[src/rtl/turn_signal_pkg.sv]
// Shared types and helpers for the sequential turn-signal controller.
// Latency: none (types and pure functions only).
// Backpressure: none.
package turn_signal_pkg;

    typedef enum logic [1:0] {
        IDLE   = 2'd0,
        LEFT   = 2'd1,
        RIGHT  = 2'd2,
        HAZARD = 2'd3
    } mode_t;

    // Widest lamp bank the thermometer helper can encode; callers cast down to LAMPS.
    localparam int unsigned THERM_MAX = 32;

    // Thermometer code: the lowest n bits set, the rest clear.
    function automatic logic [THERM_MAX-1:0] therm_encode(input int unsigned n);
        logic [THERM_MAX-1:0] v;
        v = '0;
        for (int unsigned i = 0; i < THERM_MAX; i++) begin
            if (i < n) begin
                v[i] = 1'b1;
            end
        end
        return v;
    endfunction

endpackage

[src/rtl/turn_tick_prescaler.sv]
// Free-running step prescaler: tick pulses once every TICK_DIV clocks.
// Latency: tick is a decode of the registered count; first tick on the TICK_DIV-th edge after reset.
// Backpressure: none; runs unconditionally from reset.
module turn_tick_prescaler #(
    parameter int TICK_DIV = 1
) (
    input  logic Clk,
    input  logic Rst_n,
    output logic tick
);

    localparam int CNT_W = (TICK_DIV > 1) ? $clog2(TICK_DIV) : 1;
    localparam logic [CNT_W-1:0] CNT_LAST = CNT_W'(TICK_DIV - 1);

    logic [CNT_W-1:0] count;

    // With TICK_DIV=1 the count is pinned at 0 == CNT_LAST, so tick stays high.
    assign tick = (count == CNT_LAST);

    // Count 0..TICK_DIV-1 and wrap.
    always_ff @(posedge Clk or negedge Rst_n) begin
        if (!Rst_n) begin
            count <= '0;
        end else if (count == CNT_LAST) begin
            count <= '0;
        end else begin
            count <= count + 1'b1;
        end
    end

endmodule

[src/rtl/turn_signal_seq.sv]
// Sequential turn-signal controller: LAMPS lamps per side from E/L/R requests (optional Brake overlay via TURN_BRAKE_EN).
// Latency: mode/step change within TICK_DIV clocks; all outputs registered; brake overlay 1 clock.
// Backpressure: none; requests are level-sampled on tick cycles only.
module turn_signal_seq
    import turn_signal_pkg::*;
#(
    parameter int LAMPS    = 3,
    parameter int TICK_DIV = 1
) (
    input  logic             Clk,
    input  logic             Rst_n,
    input  logic             E,
    input  logic             L,
    input  logic             R,
`ifdef TURN_BRAKE_EN
    input  logic             Brake,
`endif
    output logic [LAMPS-1:0] LeftLamps,
    output logic [LAMPS-1:0] RightLamps,
    output logic             Active
);

    localparam int STEP_W = $clog2(LAMPS + 1);
    localparam logic [STEP_W-1:0] STEP_LAST = STEP_W'(LAMPS);

    mode_t             mode;
    mode_t             req_mode;
    mode_t             next_mode;
    logic [STEP_W-1:0] step;
    logic [STEP_W-1:0] next_step;
    logic              tick;
    logic [LAMPS-1:0]  seq_left;
    logic [LAMPS-1:0]  seq_right;
    logic [LAMPS-1:0]  out_left;
    logic [LAMPS-1:0]  out_right;

    turn_tick_prescaler #(
        .TICK_DIV (TICK_DIV)
    ) u_prescaler (
        .Clk   (Clk),
        .Rst_n (Rst_n),
        .tick  (tick)
    );

    // Request priority: hazard (or both turns) beats a single turn.
    always_comb begin
        req_mode = IDLE;
        if (E || (L && R)) begin
            req_mode = HAZARD;
        end else if (L) begin
            req_mode = LEFT;
        end else if (R) begin
            req_mode = RIGHT;
        end
    end

    // Mode/step advance on tick; any mode change restarts the pattern at step 0.
    always_comb begin
        next_mode = mode;
        next_step = step;
        if (tick) begin
            if (req_mode != mode) begin
                next_mode = req_mode;
                next_step = '0;
            end else begin
                case (mode)
                    LEFT, RIGHT: next_step = (step == STEP_LAST) ? '0 : step + 1'b1;
                    HAZARD:      next_step = {{(STEP_W-1){1'b0}}, ~step[0]};
                    default:     next_step = '0;
                endcase
            end
        end
    end

    // Sequencer pattern from the mode/step about to be registered.
    always_comb begin
        seq_left  = '0;
        seq_right = '0;
        case (next_mode)
            LEFT:    seq_left  = LAMPS'(therm_encode(32'(next_step)));
            RIGHT:   seq_right = LAMPS'(therm_encode(32'(next_step)));
            HAZARD: begin
                if (next_step[0]) begin
                    seq_left  = '1;
                    seq_right = '1;
                end
            end
            default: ;
        endcase
    end

`ifdef TURN_BRAKE_EN
    // Brake lights every side that is not sequencing; hazard pattern is left untouched.
    always_comb begin
        out_left  = seq_left;
        out_right = seq_right;
        if (Brake) begin
            case (next_mode)
                IDLE: begin
                    out_left  = '1;
                    out_right = '1;
                end
                LEFT:    out_right = '1;
                RIGHT:   out_left  = '1;
                default: ;
            endcase
        end
    end
`else
    assign out_left  = seq_left;
    assign out_right = seq_right;
`endif

    // State and output registers; updated every clock so the brake overlay is not tick-gated.
    always_ff @(posedge Clk or negedge Rst_n) begin
        if (!Rst_n) begin
            mode       <= IDLE;
            step       <= '0;
            LeftLamps  <= '0;
            RightLamps <= '0;
            Active     <= 1'b0;
        end else begin
            mode       <= next_mode;
            step       <= next_step;
            LeftLamps  <= out_left;
            RightLamps <= out_right;
            Active     <= (next_mode != IDLE);
        end
    end

endmodule

[config.mk]
export PLATFORM = sky130hd
export DESIGN_NAME = turn_signal_seq
export DESIGN_NICKNAME = d
export VERILOG_FILES = /design/src/rtl/turn_signal_pkg.sv /design/src/rtl/turn_tick_prescaler.sv /design/src/rtl/turn_signal_seq.sv
export SDC_FILE = /design/constraint.sdc
export NUM_CORES = 1
export LEC_CHECK = 0
export ABC_CLOCK_PERIOD_IN_PS = 2640
export CAP_MARGIN = 40
export CORE_AREA = 2 2 39 41
export CTS_CLUSTER_DIAMETER = 120
export CTS_CLUSTER_SIZE = 14
export DETAILED_ROUTE_END_ITERATION = 12
export DIE_AREA = 0 0 41 43
export PLACE_DENSITY = 0.78
export SLEW_MARGIN = 25
export SYNTH_ARGS = -nofsm -noshare
export SYNTH_HDL_FRONTEND = slang
export SYNTH_SLANG_ARGS = --single-unit
[constraint.sdc]
create_clock -name Clk -period 2.64 [get_ports Clk]
set_input_delay 0.528 -clock Clk [delete_from_list [all_inputs] [get_ports Clk]]
set_output_delay 0.528 -clock Clk [all_outputs]
set_load 0.1 [all_outputs]
==> flow_summary.toml <==
[detailed_routing]
viasPerCell = 5.53
drc_errors = 0
drt-total-wl_microns = 1010
ant_nets = 0
avgRoutedWirePerCell_microns = 12.9
drt_pre_antenna_iters = 4
drtIter0Drc = 19
num_vias = 431

[sta]
slew_headroom = 0.531
rsz0062_at_grt = "false"
finalSetupViolations = 0
hold_violations = 0
max_freq_mhz = 493
tns_ns = 0
slew_viol_final = 0
period_needed_ns = 2.03
fin_crit_sh = 0.769
tightest_slew_ns = 0.696
fin_worst_skew_ns = 0.00781

[cts]
cts_hold_buf = 0
numCtsBuffers = 3
cts.clk_slew.worst_paths_ns = 0.07
cts_tree = "done"
clock_path_buffers = 2
cts_resized = 0
htree_levels = 1
worstSkewPairLatency_ns = 0.28
cts_sinks = 11
cts_setup_buffers = 0
clockRootBuffer = "clkbuf_4"

[worst_setup_path]
slowest_stage = "clkdlybuf4s50_1"
crit_family = "compound AO/OA/AOI/OAI gates"
cpPeakStageDelay_ns = 0.53
cp-end-kind = "register"
worstSetupStartpointType = "primary input"
ff2ff_path_depth = 5
worst-path-buf-inv = 1
crit_chain = "clkdlybuf4s50_1 > or3_1 > a211o_2 > a211oi_1"
required_ns = 2.80
worstSetupPathDepth = 4
path_class = "primary input to register"
cp_max_fo = 9
worstPathArrival_ns = 2.19

[synth]
yosysSeqAreaShare = 0.501
syn_nets = 58
ys.flop_type = "dfrtp_1"
ys_ff_latch = 11
synth_cell_types = 24
async_flop_share = 1.00
avgSynthCellArea_sq_um = 11.0
synth_edf_count = 0
synth.cell_area_sq_um = 549
ys_warn_count = 0
syn_inst = 50

[power_and_ir_drop]
leakagePower_nw = 0.297
irDropWorstVdd_mv = 0.328
power_density_nw_per_um2 = 656

[floorplanning]
die_h_microns = 43
core_area_sq_um = 1380
fp.dieW_microns = 41
start_util = 0.397
rows = 14
num_io_pins = 12
die_area_sq_um = 1760

[global_routing]
antenna_found_initial = 0
grt_max_degree = 12
grt_pass1_wl_microns = 1740
grt_remaining_overflow = 0
grt_pass1_vias = 401
grt.total_usage = 0.153

[finish]
final_cell_mix = "11 x dfrtp_1, 7 x buf_4, 4 x inv_1, 4 x clkdlybuf4s50_1"
diodes = 0
fill_cells = 140
fin_util = 0.478
final_common_cell = "dfrtp_1"
drive_above_1_share = 0.210
area_growth_pct = 20.5
nNetsFinal = 71

[run_status]
status = "finished clean"

[placement]
place_congestion = 0.826
dp_hpwl_microns = 740
port_buffers = 11

[run]
maxCapViolations = 0

[min_path]
hold_path_class = "primary input to asynchronous set/reset pin"
-- worst paths after layout --
path	start	to	slack, ns
max	E	RightLamps[2]	0.61
min	Rst_n	Active	0.57
max in group asynchronous	Rst_n	LeftLamps[0]	1.74
max reg2reg	mode[1]	LeftLamps[0]	0.78
min reg2reg	step[0]	RightLamps[1]	0.69
min in group Clk	step[0]	RightLamps[1]	0.69
-- registers in the layout (all words and copies together), names as in the netlist --
register / flops
LeftLamps: 3
step: 2
RightLamps: 3
mode: 2
Active: 1
-- final cells by class --
class | instances | area (sq um) | share of cell area
clock buffers | 4 | 26.3 | 0.0397
inverters | 4 | 15.0 | 0.0227
multi-input cells | 32 | 233 | 0.352
flip-flops and latches | 11 | 275 | 0.416
well taps | 16 | 20.0 | 0.0302
repair buffers | 11 | 92.6 | 0.140
-- cell usage after synthesis, drive strengths merged (2+ instances only) --
master / number / area (sq um)
nor2: 3 / 11.3
buf: 2 / 22.5
a211oi: 2 / 15.0
nand3: 3 / 15.0
a21oi: 2 / 10.0
inv: 4 / 15.0
ha: 3 / 37.5
a32oi: 2 / 17.5
nand2: 2 / 7.51
or3: 2 / 12.5
dfrtp: 11 / 275
o21ai: 2 / 10.0
-- through the flow --
step	instances	power [mW]	instance area, sq um	worst slack, ns	hold WS, ns
final	78	0.434	662	0.610	0.571
after floorplan	50	0.290	549	0.946	0.232
after detailed placement	74	0.319	636	0.385	0.676
after CTS	78	0.438	662	0.669	0.592
after global routing	78	0.457	662	0.565	0.610
after global placement	74	0.318	636	0.415	0.686
-- power breakdown --
part	switching (mW)	internal (mW)	total (mW)	leakage, nW
sequential	0.00462	0.180	0.185	0.138
combinational	0.0990	0.0322	0.131	0.144
clock	0.0598	0.0587	0.118	0.0150
total	0.163	0.271	0.434	0.297
-- layer usage --
layer	track usage	vias up	routed length [microns]
met5	0	-	0
met4	0.107	0	29
met3	0.0576	3	42
met2	0.219	13	519
met1	0.180	209	419
li1	-	206	-
-- logic make-up after synthesis --
family,Yosys count,synth area share
adder cells (fa/ha/maj),3,0.0683
XOR/XNOR,1,0.0159
AND/OR/NAND/NOR,14,0.143
buffers and inverters,7,0.0752
flip-flops,11,0.501
AO/OA/AOI/OAI,14,0.196
No activity file was read; power rests on OpenSTA's default activity.
